==> config.mk <==
export PLATFORM = sky130hd
export DESIGN_NAME = coo_adj_builder
export DESIGN_NICKNAME = d
export VERILOG_FILES = /design/src/rtl/coo_adj_builder.sv
export SDC_FILE = /design/constraint.sdc
export NUM_CORES = 1
export LEC_CHECK = 0
export BUFFER_PORTS_ARGS = -buffer_cell sky130_fd_sc_hd__buf_4
export CAP_MARGIN = 20
export CORE_ASPECT_RATIO = 0.5
export CORE_MARGIN = 2
export CORE_UTILIZATION = 45
export CTS_CLUSTER_DIAMETER = 200
export DETAILED_ROUTE_END_ITERATION = 6
export GPL_TIMING_DRIVEN = 0
export HOLD_SLACK_MARGIN = 0.08
export PLACE_DENSITY = 0.74
export SLEW_MARGIN = 20
export SYNTH_ARGS = -nofsm -noshare
export SYNTH_HDL_FRONTEND = slang
export SYNTH_SLANG_ARGS = --single-unit
==> constraint.sdc <==
create_clock -name clk -period 5.9 [get_ports clk]
set_clock_uncertainty 0.2 [all_clocks]
set_input_delay 0.295 -clock clk [delete_from_list [all_inputs] [get_ports clk]]
set_output_delay 0.295 -clock clk [all_outputs]
set_load 0.02 [all_outputs]
==> src/rtl/coo_adj_builder.sv <==
`default_nettype none
// ============================================================================
// Module      : coo_adj_builder
// Description : Builds a dense NUM_OF_NODES x NUM_OF_NODES adjacency bit-matrix
//               from a streamed COO edge list. It can add self-loops (A+I) and
//               mirror each edge for undirected graphs while the matrix is
//               built.
// Revision    : 1.0 - initial release
// ============================================================================
module coo_adj_builder #(
    parameter int NUM_OF_NODES   = 6,
    parameter int IDXW           = (NUM_OF_NODES > 1) ? $clog2(NUM_OF_NODES) : 1,
    parameter bit ADD_SELF_LOOPS = 1'b1,
    parameter bit SYMMETRIC      = 1'b1
) (
    input  logic                    clk,
    input  logic                    rst_n,
    input  logic                    start,
    input  logic                    edge_valid,
    input  logic [IDXW-1:0]         edge_row,
    input  logic [IDXW-1:0]         edge_col,
    input  logic                    edge_last,
    output logic                    edge_ready,
    output logic [NUM_OF_NODES-1:0] adj_mat [NUM_OF_NODES],
    output logic                    coo_adj_done,
    output logic [15:0]             edge_count,
    output logic                    err_oob
);

    localparam logic [1:0] c_ST_IDLE  = 2'd0;
    localparam logic [1:0] c_ST_CLEAR = 2'd1;
    localparam logic [1:0] c_ST_LOAD  = 2'd2;
    localparam logic [1:0] c_ST_DONE  = 2'd3;

    logic [1:0]              r_state;
    logic [1:0]              w_state_nxt;
    logic                    w_edge_ready;
    logic                    w_done;
    logic                    w_accept;
    logic                    w_in_range;
    logic [NUM_OF_NODES-1:0] r_adj_mat [NUM_OF_NODES];
    logic [15:0]             r_edge_count;
    logic                    r_err_oob;

    // Edge is taken only while loading; indices must address an existing node.
    assign w_accept   = edge_valid && w_edge_ready;
    assign w_in_range = (int'(edge_row) < NUM_OF_NODES) && (int'(edge_col) < NUM_OF_NODES);

    // State register; reset discards any build in progress.
    always_ff @(posedge clk) begin
        if (!rst_n) begin
            r_state <= c_ST_IDLE;
        end else begin
            r_state <= w_state_nxt;
        end
    end

    // Next-state and handshake outputs; start is only honoured in IDLE and DONE.
    always_comb begin
        w_state_nxt  = r_state;
        w_edge_ready = 1'b0;
        w_done       = 1'b0;
        case (r_state)
            c_ST_IDLE: begin
                if (start) begin
                    w_state_nxt = c_ST_CLEAR;
                end
            end
            c_ST_CLEAR: begin
                w_state_nxt = c_ST_LOAD;
            end
            c_ST_LOAD: begin
                w_edge_ready = 1'b1;
                if (edge_valid && edge_last) begin
                    w_state_nxt = c_ST_DONE;
                end
            end
            c_ST_DONE: begin
                w_done = 1'b1;
                if (start) begin
                    w_state_nxt = c_ST_CLEAR;
                end
            end
            default: begin
                w_state_nxt = c_ST_IDLE;
            end
        endcase
    end

    // Matrix, counter and error flag: cleared in CLEAR, only ever set in LOAD.
    always_ff @(posedge clk) begin
        if (!rst_n) begin
            for (int r = 0; r < NUM_OF_NODES; r++) begin
                r_adj_mat[r] <= '0;
            end
            r_edge_count <= '0;
            r_err_oob    <= 1'b0;
        end else if (r_state == c_ST_CLEAR) begin
            for (int r = 0; r < NUM_OF_NODES; r++) begin
                for (int c = 0; c < NUM_OF_NODES; c++) begin
                    r_adj_mat[r][c] <= (ADD_SELF_LOOPS && (r == c)) ? 1'b1 : 1'b0;
                end
            end
            r_edge_count <= '0;
            r_err_oob    <= 1'b0;
        end else if (w_accept) begin
            if (w_in_range) begin
                for (int r = 0; r < NUM_OF_NODES; r++) begin
                    for (int c = 0; c < NUM_OF_NODES; c++) begin
                        if ((IDXW'(r) == edge_row && IDXW'(c) == edge_col) ||
                            (SYMMETRIC && IDXW'(r) == edge_col && IDXW'(c) == edge_row)) begin
                            r_adj_mat[r][c] <= 1'b1;
                        end
                    end
                end
                // Duplicates still count; the counter saturates rather than wraps.
                if (r_edge_count != 16'hFFFF) begin
                    r_edge_count <= r_edge_count + 16'd1;
                end
            end else begin
                r_err_oob <= 1'b1;
            end
        end
    end

    assign edge_ready   = w_edge_ready;
    assign coo_adj_done = w_done;
    assign adj_mat      = r_adj_mat;
    assign edge_count   = r_edge_count;
    assign err_oob      = r_err_oob;

endmodule
`default_nettype wire

==> metrics.md <==
| Metric | Value |
|---|---|
| Critical Path RT | 5.91 ns |
| Die area | 0.005184 mm2 |
| Setup crit end | edge_count[8] |
| CTS H-tree depth | 2 |
| Maxcap violations | 0 |
| Worst reg2reg path endpoint | edge_count[8] |
| Die Span Y | 51.93 um |
| First drt pass iteration count | 4 |
| Hold Buf Count CTS | 0 |
| Final HPWL DP | just under 4 mm |
| Crit start category | register |
| Gr busiest metal | met2 |
| Setup Viol. Count Final | 0 |
| Slowest cell on crit path | or4_1 |
| Max-slew violation count | 0 |
| Placement Cell Area | around 0.0026 mm2 |
| Largest net degree at the start of global routing | 13 |
| GRT Util Overall | 0.1983 |
| IO Port Bufs | 64 |
| RSZ-0062 raised after global routing | no |
| Crit-path max FO | 10 |
| Number of cell rows | 17 |
| Clock transition at the registers of the reported paths | 0.08 ns |
| Leading post-synthesis cells by cell area | dfxtp_1 (39%), buf_4 (5.4%), nand2b_1 (4.2%), a21oi_1 (4.1%), nand2_1 (3.6%) |
| Worst r2r src | r_state[0] |
| Core footprint | 0.004403 mm2 |
| Fin area | 0.002726 mm2 |
| Most used DFF post-synth | dfxtp_1 |
| Slowest stage delay, CP | 0.54 ns |
| Num ports | 66 |
| Maximum buffer depth of the clock tree | 2 |
| R2R setup slack | 3.56 ns |
| Pleak | 0.001104 uW |
| Peak VDD IR | 0.1477 mV |
| Post-synthesis net count | between 200 and 300 |
| GP Congestion | 0.9157 |
| First-pass GRT wire length | roughly 8.2 mm |
| Dominant delay contributor by cell family on the critical path | simple AND/OR/NAND/NOR gates |
| Via count | 2051 |
| Yosys cell types | 40 |
| Tcrit/Tclk final | 0.3959 |
| Register area share after synthesis | 0.3874 |
| TNS Setup | 0 ns |
| Clock root cell | clkbuf_8 |
| Synth warn | 0 |
| Instance count on the critical path | 8 |
| Post-synth EDFFs | 0 |
| FILL cells | 380 |
| CTS sink cnt | 40 |
| CTS tree | done |
| Post-synthesis cell count | 247 |
| Worst-skew pair later-pin latency | 0.28 ns |
| Status | complete, no violations |
| GR Layer Usage met1 | 0.2504 |
| Total grt overflow | 0 |
| Critical Path AT | 2.34 ns |
| Synth async-reset ratio | 0 |
| Post-DR vias/cell | 5.455 |
| Met3 Use GR | 0.04435 |
| Post-Synthesis Cell Area | 0.002067 mm2 |
| Min cycle time layout | 2.336 ns |
| Slew HR | 0.5216 |
| Post-synth top area cell | dfxtp_1 |
| HP Class | input port to register |
| # nets final | between 300 and 400 |
| Cell count of the worst reg-to-reg path | 8 |
| Total Routed Length | 5.099 mm |
| Total CTS buffers | 5 |
| Initial Util | 0.4695 |
| Vias in the first global route | 1857 |
| Fmax | 428.1 MHz |
| Initial antenna violation count | 0 |
| CP endpoint kind | register |
| Worst Path Buf+Inv | 3 |
| Worst-Margin Slew | between 0.7 and 0.8 ns |
| Grt met2 use | 0.3547 |
| Syn Area/Cell | between 8 and 9 um2 |
| DR DRC count | 0 |
| Post-CTS sizing | 0 |
| Detail Route Antenna Nets | 0 |
| Critical path, cell by cell | inv_1 > ha_1 > and2_1 > clkbuf_2 > nand3_1 > clkbuf_1 > or4_1 > a21oi_1 |
| Die width | ~100 um |
| Wire per inst | 13.56 um |
| Critical path class | register to register |
| Flops & latches, synth | 40 |
| Final hold vios | 0 |
| P per Cell Area | 257.9 mW/mm2 |
| CP startpoint | r_state[0] |
| Setup bufs post-CTS | 0 |
| Initial DRC count | 95 |
| Area grow syn2layout | 31.90% |
| # diodes | 0 |
| Synth top area share | 0.3874 |
| Share of cells above drive strength 1 | 0.2821 |
[how the worst min path moves through the flow]
stage                             to  cells after the start  slack, ns   startpoint
after floorplan           adj_mat[4]                      3       0.31  edge_row[1]
after global placement    adj_mat[4]                      2       0.25   adj_mat[4]
after detailed placement  adj_mat[4]                      2       0.26   adj_mat[4]
after CTS                 adj_mat[4]                      4       0.16  edge_row[1]
after global routing      adj_mat[4]                      4       0.19  edge_row[1]
final                     adj_mat[4]                      4       0.17  edge_row[1]
[cells by family (layout without fill, tap and decap cells)]
logic type,Yosys count,count (layout),synth area share
fa+ha+maj,5,5,0.03027
buf+inv,31,103,0.08474
flops,40,40,0.3874
mux,5,5,0.02421
compound gates,58,58,0.1883
simple gates,108,108,0.2851
[report_power, final]
group | switching [uW] | internal (uW) | leakage [uW] | total (uW)
clock | 93.7 | 126 | 0.0000552 | 219
sequential | 16.1 | 292 | 0.000324 | 308
combinational | 106 | 69.9 | 0.000725 | 176
total | 216 | 488 | 0.00110 | 703
[area by class of cell]
class,count,area [um2],share of cell area
Buffer,25,152.6,0.05599
Tap cell,57,71.32,0.02616
Sequential cell,40,800.8,0.2937
Clock buffer,6,72.57,0.02662
Clock inverter,2,35.03,0.01285
Multi-Input combinational cell,176,1091,0.4002
Timing Repair Buffer,64,480.5,0.1762
Inverter,6,22.52,0.008261
[synth_stat cells, drive strengths merged (3+ instances only)]
| cell type | number |
|---|---|
| o21a | 4 |
| buf | 16 |
| and2 | 3 |
| nor2 | 18 |
| ha | 5 |
| nand2b | 14 |
| nor2b | 5 |
| inv | 6 |
| a31oi | 4 |
| o21ai | 4 |
| clkbuf | 9 |
| nand3 | 9 |
| nor4 | 5 |
| nand2 | 20 |
| o22ai | 5 |
| nand4 | 8 |
| nor3 | 9 |
| dfxtp | 40 |
| or4 | 8 |
| o31ai | 8 |
| a21oi | 17 |
| mux2i | 5 |
| o31a | 8 |
[state kept, by name, indices dropped and copies added (netlist names)]
signal and flops:
adj_mat 21, r_state 2, err_oob 1, edge_count 16
[metal layers]
layer	wire length [um]	vias to the layer above
met5	0	-
met4	15	0
met3	214	2
met2	2481	45
met1	2386	966
li1	-	1038
[per-stage QoR]
step	std cells	power [uW]	hold slack, ns	worst slack [ns]	util
6_report	376	703.2	0.1667	3.564	0.6192
5_1_grt	376	744.5	0.1929	3.364	0.6192
4_1_cts	376	707.3	0.1635	3.562	0.6192
3_5_place_dp	368	490.0	0.2609	3.584	0.5948
3_3_place_gp	368	484.7	0.2542	3.650	0.5948
2_1_floorplan	247	426.5	0.3113	3.724	-
[cells in the final DEF, fill, tap and decap left out, drive strengths merged, types with 2 or more instances in the layout]
cell	netlist	layout
nor2	18	18
and2	3	3
clkbuf	9	15
buf	16	80
o21ai	4	4
ha	5	5
nand3	9	9
mux2i	5	5
nand2b	14	14
o22ai	5	5
dfxtp	40	40
nor3	9	9
a31oi	4	4
o21a	4	4
nand4	8	8
and3	2	2
o31a	8	8
and4	2	2
o31ai	8	8
a21oi	17	17
nor4	5	5
inv	6	6
nor2b	5	5
nand2	20	20
or4	8	8
a21boi	2	2
[worst reg2reg max path: cells and delay by family (launching register included)]
| family | cells | cell delay, ns |
|---|---|---|
| simple gates | 3 | 0.83 |
| fa+ha+maj | 1 | 0.23 |
| compound gates | 1 | 0.15 |
| flops | 1 | 0.35 |
| buf+inv | 3 | 0.51 |
(Power assumes the default switching activity.)
